`src/rtl/pipe_stage_chain.sv`:
```
// Elastic pipeline register chain with valid/ready handshake, flush and occupancy.
// SKID=0 uses single-entry stages; SKID=1 uses two-entry stages with a registered ready.
module pipe_stage_chain #(
    parameter int WIDTH = 32,
    parameter int DEPTH = 2,
    parameter int SKID  = 0,
    parameter int CNT_W = $clog2(DEPTH*(1+SKID)+1)
) (
    input  logic             clk,
    input  logic             rst,
    input  logic             flush,
    input  logic             in_valid,
    output logic             in_ready,
    input  logic [WIDTH-1:0] in_data,
    output logic             out_valid,
    input  logic             out_ready,
    output logic [WIDTH-1:0] out_data,
    output logic [DEPTH-1:0] stage_valid,
    output logic [CNT_W-1:0] occupancy
);
    logic [DEPTH-1:0]            vld;
    logic [DEPTH-1:0][WIDTH-1:0] dat;
    logic [DEPTH-1:0]            src_vld;
    logic [DEPTH-1:0][WIDTH-1:0] src_dat;
    logic                        accept;
    logic                        emit;

    // Source of stage k is stage k-1; stage 0 is fed by the producer.
    always_comb begin
        src_vld    = '0;
        src_dat    = '0;
        src_vld[0] = in_valid;
        src_dat[0] = in_data;
        for (int k = 1; k < DEPTH; k++) begin
            src_vld[k] = vld[k-1];
            src_dat[k] = dat[k-1];
        end
    end

    if (SKID == 0) begin : g_plain
        logic [DEPTH-1:0] rdy;

        // A stage is ready if it is empty or everything ahead of it moves.
        always_comb begin
            logic r;
            rdy = '0;
            r   = out_ready;
            for (int k = DEPTH-1; k >= 0; k--) begin
                r      = !vld[k] || r;
                rdy[k] = r;
            end
        end

        always_ff @(posedge clk or posedge rst) begin
            if (rst) begin
                vld <= '0;
                dat <= '0;
            end else begin
                for (int k = 0; k < DEPTH; k++) begin
                    if (flush)
                        vld[k] <= 1'b0;
                    else if (rdy[k])
                        vld[k] <= src_vld[k];
                    if (rdy[k] && src_vld[k])
                        dat[k] <= src_dat[k];
                end
            end
        end

        assign in_ready = rdy[0];
    end else begin : g_skid
        logic [DEPTH-1:0]            svld;
        logic [DEPTH-1:0][WIDTH-1:0] sdat;
        logic [DEPTH:0]              free_ext;
        logic [DEPTH-1:0]            dn_rdy;
        logic [DEPTH-1:0]            up_fire;
        logic [DEPTH-1:0]            drain;

        // Downstream readiness comes from registered skid flags only.
        assign free_ext = {out_ready, ~svld};
        assign dn_rdy   = free_ext[DEPTH:1];
        assign up_fire  = src_vld & ~svld;
        assign drain    = ~vld | dn_rdy;

        always_ff @(posedge clk or posedge rst) begin
            if (rst) begin
                vld  <= '0;
                svld <= '0;
                dat  <= '0;
                sdat <= '0;
            end else begin
                for (int k = 0; k < DEPTH; k++) begin
                    if (flush) begin
                        vld[k]  <= 1'b0;
                        svld[k] <= 1'b0;
                    end else if (drain[k]) begin
                        // Main is free: the older skid entry refills it before new input.
                        if (svld[k]) begin
                            vld[k]  <= 1'b1;
                            dat[k]  <= sdat[k];
                            svld[k] <= 1'b0;
                        end else begin
                            vld[k] <= up_fire[k];
                            if (up_fire[k])
                                dat[k] <= src_dat[k];
                        end
                    end else if (up_fire[k]) begin
                        svld[k] <= 1'b1;
                        sdat[k] <= src_dat[k];
                    end
                end
            end
        end

        assign in_ready = !svld[0];
    end

    assign out_valid   = vld[DEPTH-1];
    assign out_data    = dat[DEPTH-1];
    assign stage_valid = vld;
    assign accept      = in_valid & in_ready;
    assign emit        = out_valid & out_ready;

    always_ff @(posedge clk or posedge rst) begin
        if (rst)
            occupancy <= '0;
        else if (flush)
            occupancy <= '0;
        else if (accept && !emit)
            occupancy <= occupancy + CNT_W'(1);
        else if (!accept && emit)
            occupancy <= occupancy - CNT_W'(1);
    end
endmodule

```
`config.mk`:
```
export PLATFORM = sky130hd
export DESIGN_NAME = pipe_stage_chain
export DESIGN_NICKNAME = d
export VERILOG_FILES = /design/src/rtl/pipe_stage_chain.sv
export SDC_FILE = /design/constraint.sdc
export NUM_CORES = 1
export LEC_CHECK = 0
export ABC_CLOCK_PERIOD_IN_PS = 2500
export CAP_MARGIN = 30
export CORE_ASPECT_RATIO = 1.2
export CORE_UTILIZATION = 40
export CTS_CLUSTER_SIZE = 14
export DETAILED_ROUTE_END_ITERATION = 8
export MAX_ROUTING_LAYER = met4
export PLACE_DENSITY = 0.65
export SETUP_SLACK_MARGIN = 0.2
export SLEW_MARGIN = 20
export SYNTH_ARGS = -nofsm -noshare
export SYNTH_HDL_FRONTEND = slang
export SYNTH_SLANG_ARGS = --single-unit
```
`constraint.sdc`:
```
create_clock -name clk -period 2.5 [get_ports clk]
set_input_delay 0.25 -clock clk [delete_from_list [all_inputs] [get_ports clk]]
set_output_delay 0.25 -clock clk [all_outputs]
set_load 0.03 [all_outputs]
```
After elaboration in Yosys (flattened, before gate mapping). Cells that the tools add are included.

Bits in registers: 68. Input port bits: 37. Memories: 0. Latch bits: 0. Word-level logic and storage cells: 29. Memory bits (read-only): 0. RAM bits: 0. Output and inout bits: 38.

Reduce and logical (&&, ||, !) cells: 13. Multiply operators: 0. Divide/modulo/power cells: 0. Add/sub/neg operators: 2. Bitwise gates (word level): 2. Magnitude comparators: 0. Equality and inequality tests: 0. Shifts and indexed selects: 0. Mux-type cells: 7.

Operator list (count): 2-bit two-way mux (3); 1-bit logical AND (4); 1-bit zero test (4); 1-bit two-way mux (4); 2-bit nonzero test (2); 3-bit nonzero test (1); 2-bit by 1-bit adder with 2-bit output (second input constant) (1); 1-bit AND (2); 1-bit logical OR (2); 2-bit by 1-bit subtractor with 2-bit output (second input constant) (1).

Depth between registers and ports, before layout. Gate-level depths: netlist (run 1).

Word-level depth: 9. Mapped depth: 5. Depth with buffers taken out: 4.

Least setup slack after synthesis (run 1). Ideal clock, no wire load.

Kind: reg-to-reg. Start point: reg vld[1], in the netlist stage_valid[1]. End point: reg dat[0] (netlist name). Arrival: 1.776 ns. Slack: 0.600 ns. Period minus slack after synthesis: 1.900 ns. Library setup time: 0.125 ns. Cell stages (with the launch flop): 6. Data required time: 2.375 ns. Buffers on the path: 1. Path through: dfrtp_1 -> nor2b_1 -> nand2_1 -> nand2_1 -> buf_4 -> mux2_2.

Longest elaborated chain between the ends: 4.

Ends and longest elaborated chain: start: declaration (line 21) `logic [DEPTH-1:0] vld;`; start signal: indexed assignment (line 63) `vld[k] <= src_vld[k];`; 1-bit zero test (line 49) `r = !vld[k] || r;`; 1-bit logical OR (2 in a row) (line 49); net in_ready (line 13) `output logic in_ready,`; 1-bit logical AND (line 64) `if (rdy[k] && src_vld[k])`; end signal: indexed assignment (line 65) `dat[k] <= src_dat[k];`; end: declaration (line 22) `logic [DEPTH-1:0][WIDTH-1:0] dat;`.

The timed path passes the listed nets, and every way through them passes these cells. A chain may end at the register's enable or synchronous reset.

Worst setup path after layout (run 1).
Start point: reg vld[1], in the netlist stage_valid[1]. End point: out in_ready.

Longest elaborated chain between the ends: 3.

Ends and longest elaborated chain (line): 1-bit zero test (49); 1-bit logical OR (2 in a row) (49); end: declaration (13).

Every way passes these cells.

==> results of run 1 <==
[state kept, by name, summed over array words and instances (netlist names)]
name and count:
dat 32, out_data 32, occupancy 2, stage_valid 2
[per-layer routing]
| layer | track usage (%) | part of all wire (%) |
|---|---|---|
| met5 | - | 0 |
| met4 | 8.64 | 2.4 |
| met3 | 3.57 | 4.5 |
| met2 | 21.7 | 50 |
| met1 | 15.5 | 43 |
[critical path: cells and delay by family, from the launching register on]
kind	cells	cell delay, ps
buffers and inverters	1	610
DFF	1	430
and+or+nand+nor	2	360
[per-stage QoR]
step           util, %  hold WS, ps  instances
3_3_place_gp      50.4          472        317
4_1_cts           53.2          288        333
5_1_grt           53.2          357        333
6_report          53.2          283        333
3_5_place_dp      50.4          481        317
2_1_floorplan        -          316        193
[final cells by class]
| type | count | area, um2 |
|---|---|---|
| fillers | 603 | 3230 |
| flip-flops and latches | 68 | 1700 |
| multi-input cells | 84 | 862 |
| repair buffers | 77 | 801 |
| clock buffers | 9 | 124 |
| well taps | 87 | 109 |
| clock inverters | 7 | 67.6 |
| inverters | 1 | 3.75 |
[cell usage after synthesis (all sizes together)]
cell and count:
nor3 1, and2b 1, a21o 1, nor2 3
nand2b 1, nor2b 2, clkbuf 1, a221oi 1
a211o 1, nand2 2, buf 39, mux2 64
or3b 1, o21ai 1, a32oi 1, inv 1
nor4b 1, a21oi 1, nor3b 1, dfrtp 68
or2b 1
[final timing paths]
check,to,from
worst max-delay path,in_ready,stage_valid[1]
worst min-delay path,dat[25],rst
worst max register to register,out_data[22],stage_valid[1]
worst min register to register,out_data[24],dat[24]
max in group asynchronous,dat[27],rst
min in group clk,out_data[24],dat[24]
[logic make-up after synthesis]
logic type	after synthesis
multiplexers	64
flip-flops	68
AO/OA/AOI/OAI	6
AND/OR/NAND/NOR	14
buffers and inverters	41
[power groups by stage]
stage / clock network, mW / registers (mW) / logic, mW
5_1_grt: 0.937 / 1.40 / 0.868
2_1_floorplan: 0 / 1.38 / 0.646
6_report: 0.862 / 1.37 / 0.821
3_5_place_dp: 0 / 1.39 / 0.834
3_3_place_gp: 0 / 1.39 / 0.821
4_1_cts: 0.897 / 1.37 / 0.834
==> results by group, run 1 <==
Power and ir drop
  – Clk pwr share: 28.2%
  – Tot Pwr: roughly 3 mW
  – Sw Ratio: between 20 and 30%
  – Worst VDD drop: 0.463 mV
  – Gate power share: 26.9%
  – Static leakage: ~1.5 nW
  – Sw Pwr: 0.905 mW
  – Pwr/cell area: 832 nW/um2
  – Sequential Power Share: between 40% and 50%
  – Internal: about 2.1 mW

Timing
  – Layout Skew: 7.31 ps
  – Final Max Slew Viols: 0
  – Setup violators final: 0
  – Slew at the pin with the worst max-slew slack: 540 ps
  – Post-layout min period: 1980 ps
  – Tcrit/Tclk final: 79.1%
  – Final Hold Viols: 0
  – Slew headroom: 64.0%
  – TNS Setup: 0 ps
  – Final worst slack: 521 ps
  – Unrepaired setup endpoints after global routing: false
  – Highest Clock Rate: approximately 510 MHz

Global route
  – Global-route wire length before repair: 7380 um
  – GRT Resource Usage Total: 13.7%
  – Largest net degree at the start of global routing: 45
  – Gr ovfl total: 0
  – Initial antenna violation count: 0
  – Vias in the first global route: between 1,500 and 2,000

Floorplanning
  – Die Ht: between 90 and 100 um
  – # rows: 33
  – Die Footprint: 7500 um2
  – Chip width: about 80 um
  – I/O pins: 75
  – Initial Util: 41.5%
  – Core Area: 6900 um2

Synth
  – Mux cell area share after synthesis: 25.2%
  – Post-synthesis sequential area ratio: 59.4%
  – Leading area contributor after synthesis: dfrtp_1
  – Synthesized cell area: 2860 um2
  – Synthesized-area fraction occupied by xor and xnor cells: 0%
  – Synth Instances: 193
  – Synth top area cells: dfrtp_1 (59%), mux2_2 (25%), buf_4 (10%)
  – Syn Area/Cell: approximately 15 um2
  – Yosys top cell area share: 59.4%
  – Yosys warning total: 0
  – Largest family of logic cells by synthesized area: multiplexers
  – Synth Area in Compound Gates: 1.75%
  – Number of library cell types mapped by synthesis: 22
  – Number of synthesized register bits: ~70
  – Syn nets: 230
  – Adder-cell share of the synthesized area: 0%
  – Simple-Gate Fraction of Synth Area: under 10%

Cells and area
  – Antenna diodes: 0
  – Most common cell after layout, fill and taps aside: clkdlybuf4s50_1
  – # nets final: 278
  – Design Area, Final: 3670 um2
  – Fraction of final layout cells sized beyond drive strength 1: 35.0%
  – Area Growth Syn to Fin: 28.1%
  – Most frequent cells in the layout: clkdlybuf4s50_1 (74), dfrtp_1 (68), mux2_2 (63)

Clock network
  – TritonCTS buffer count: 9
  – Root buffer selected by CTS: clkbuf_8
  – CTS Hold Buffers Added: 0
  – Clock Tree Buf Depth: 2
  – Setup bufs post-CTS: 0
  – Worst skew pair latency: around 330 ps
  – PostCTS Resize Cnt: 0
  – Clock transition at path regs: 70 ps
  – CTS tree: yes
  – H-Tree Level Count: 3
  – Number of clock sinks: 68

Placed design
  – Place WS: 426 ps
  – Placed Area: ~3500 um2
  – # port buffers: 74
  – Post-detail-place hpwl: ~3000 um
  – RD Place Congestion: roughly 0.75

Job
  – Max-cap violation count: 0

Drt
  – Initial DRC Count: 52
  – DR WL/cell: 13.8 um
  – Via-to-Cell Ratio: 4.66
  – Number of remaining DRC errors: 0
  – Antenna-violating nets left: 0
  – First drt pass iteration count: 3
  – DR vias: around 1,600
  – Routed WL: 4600 um

Worst setup path
  – Max stage delay cell, worst path: clkdlybuf4s50_1
  – Nature of the critical path startpoint: flop
  – CP required: 2250 ps
  – Critical Path Fanout Max: 6
  – Cells on worst reg2reg path: 4
  – Slack of the worst reg-to-reg path: 730 ps
  – CP max stage delay: a little over 600 ps
  – Worst Setup End Kind: output port
  – Crit path cell chain: nor2b_1 -> nand2_1 -> clkdlybuf4s50_1
  – CP arrival: 1730 ps
  – WS Path Type: reg2out

Min path
  – Hold WC Path Type: in2async

Status
  – Outcome: complete, no violations
No activity file was read; power rests on OpenSTA's default activity.
==> run 2, diff against run 1 <==
ABC_CLOCK_PERIOD_IN_PS = 1700   (was 2500)
PLACE_DENSITY = 0.67   (was 0.65)
clock period = 1.7 ns   (was 2.5 ns; I/O delays follow)
==> run 2 against run 1 <==
Wire length is 3.4% higher. Setup slack worse by 270 ps. Via count is 4.5% higher. Register-to-register slack worse by 480 ps. Clock power is 35% higher. Cell area is 2.8% higher. Largest cell class unchanged. Critical endpoint is now occupancy[1].
==> results by group, run 2 (same netlist as run 1, synthesis figures left out) <==
Floorplanning
  – Initial Util: 41.5% (unchanged)
  – # rows: 33 (unchanged)
  – Core Area: 6900 um2 (unchanged)
  – Die Ht: 94.7 um (unchanged)
  – Die Footprint: 7500 um2 (unchanged)
  – Chip width: 79.2 um (unchanged)
  – I/O pins: 75 (unchanged)

Cells and area
  – Fraction of final layout cells sized beyond drive strength 1: 41.2% (+6.2 points)
  – Antenna diodes: 0 (unchanged)
  – Most frequent cells in the layout: dfrtp_1 (66), mux2_2 (54), dlygate4sd2_1 (37)
  – Util after Layout: 54.7% (+1.5 points)
  – Design Area, Final: 3770 um2 (+2.8%)
  – # nets final: 287 (+3.2%)
  – Most common cell after layout, fill and taps aside: dfrtp_1
  – Area Growth Syn to Fin: 31.7%

Timing
  – Final Hold Viols: 0 (unchanged)
  – Post-layout min period: approximately 1500 ps
  – Highest Clock Rate: about 690 MHz
  – Final Max Slew Viols: 0 (unchanged)
  – Layout Skew: 6.41 ps (-0.900 ps)
  – Unrepaired setup endpoints after global routing: true
  – Slew at the pin with the worst max-slew slack: 547 ps (+7.06 ps)
  – Final worst slack: 246 ps (-275 ps)
  – Slew headroom: 63.5% (-0.49 points)
  – Setup violators final: 0 (unchanged)
  – Tcrit/Tclk final: between 80 and 90%

Global route
  – Vias in the first global route: 1,711 (+7.4%)
  – Initial antenna violation count: 0 (unchanged)
  – GRT Resource Usage Total: 15.1% (+1.4 points)
  – Gr ovfl total: 0 (unchanged)
  – Largest net degree at the start of global routing: 24 (-47%)
  – Global-route wire length before repair: 8160 um (+11%)

Job
  – Max-cap violation count: 0 (unchanged)

Clock network
  – Number of clock sinks: 68 (unchanged)
  – H-Tree Level Count: 3 (unchanged)
  – CTS tree: yes
  – CTS Hold Buffers Added: 0 (unchanged)
  – Worst skew pair latency: 330 ps (about the same)
  – Clock transition at path regs: 70 ps (about the same)
  – Clock Tree Buf Depth: 2 (unchanged)
  – TritonCTS buffer count: 9 (unchanged)
  – Root buffer selected by CTS: clkbuf_8

Worst setup path
  – WS Path Type: reg2reg
  – CP arrival: 1670 ps (-60 ps)
  – Worst Setup End Kind: flop
  – Slack of the worst reg-to-reg path: 250 ps (-480 ps)
  – Nature of the critical path startpoint: flop
  – Critical Path Fanout Max: 6 (unchanged)
  – CP required: 1920 ps (-330 ps)

Drt
  – First drt pass iteration count: 4 (+1)
  – Initial DRC Count: 53 (+1.9%)
  – Antenna-violating nets left: 0 (unchanged)
  – Number of remaining DRC errors: 0 (unchanged)
  – DR WL/cell: 13.9 um (+0.67%)
  – DR vias: 1,621 (+4.5%)
  – Via-to-Cell Ratio: 4.74 (+1.8%)
  – Routed WL: 4760 um (+3.4%)

Power and ir drop
  – Sequential Power Share: 46.7% (+1.8 points)
  – Pwr/cell area: 1140 nW/um2 (+37%)
  – Worst VDD drop: 0.587 mV (+27%)
  – Sw Pwr: 1.34 mW (+48%)
  – Gate power share: 26.5% (-0.4 points)
  – Internal: 2.98 mW (+39%)
  – Sw Ratio: 31.0% (+1.3 points)
  – Tot Pwr: 4.31 mW (+41%)
  – Clk pwr share: 26.8% (-1.4 points)
  – Static leakage: 1.68 nW (+9.8%)

Status
  – Outcome: complete, no violations

Placed design
  – # port buffers: 74 (unchanged)
  – RD Place Congestion: 0.684 (-9.3%)
  – Post-detail-place hpwl: 3260 um (+5.7%)
  – Placed Area: 3590 um2 (+3.3%)
  – Place WS: -90.0 ps (-516 ps)

Min path
  – Hold WC Path Type: in2async
[run 2: changes by cell type in the layout (fill, tap and decap cells not counted), sizes merged, moves of 2 or more]
cell	change
clkinvlp	+2
clkdlybuf4s50	-38
dlygate4sd2	+37
buf	+10
[run 2: metal layers]
layer / wire length (um) / vias to the layer above / track usage, %
met5: 0 / - / -
met3: 191 / 8 / 2.80
met1: 2000 / 820 / 16.4
li1: - / 747 / -
met4: 106 / 0 / 9.09
met2: 2460 / 46 / 25.5
[run 2: worst paths after layout]
check,start,end,depth (start not counted)
min,rst,out_data[0],2
max reg2reg,stage_valid[1],occupancy[1],4
min in group clk,in_data[12],dat[12],2
max,stage_valid[1],occupancy[1],4
max in group asynchronous,rst,dat[22],3
min reg2reg,dat[24],out_data[24],1
[run 2: cell type report]
| type | count | area (um2) |
|---|---|---|
| fillers | 596 | 3130 |
| flip-flops and latches | 68 | 1700 |
| multi-input cells | 84 | 936 |
| repair buffers | 86 | 836 |
| clock buffers | 10 | 138 |
| well taps | 87 | 109 |
| clock inverters | 6 | 40.0 |
| inverters | 1 | 7.51 |
[run 2: what timing repair did]
action | in CTS | in global routing
pin swaps | 1 | 3
buffers inserted | 1 | 1
resized for setup | 37 | 7
endpoints found under the setup margin | 38 | 3
endpoints found under the hold margin | 0 | 0
[run 2: worst max-delay path, cell delays in order (launching register included)]
cell	delay, ps
dfrtp_2	440
and2b_1	170
a221oi_2	390
nor4b_4	80
a211o_1	270
[run 2: through the flow]
step                      hold WS, ps  cells  setup TNS [ps]
after global routing              292    342               0
after global placement            463    324           -44.0
after floorplan                   233    193               0
after detailed placement          474    324            -248
after CTS                         237    341               0
final                             238    342               0
[run 2: power by group through the flow]
stage	clock network, mW	logic [mW]	registers [mW]
6_report	1.16	1.14	2.01
5_1_grt	1.28	1.22	2.05
4_1_cts	1.22	1.15	2.02
3_5_place_dp	0	1.27	2.05
3_3_place_gp	0	1.26	2.04
2_1_floorplan	0	0.989	2.03
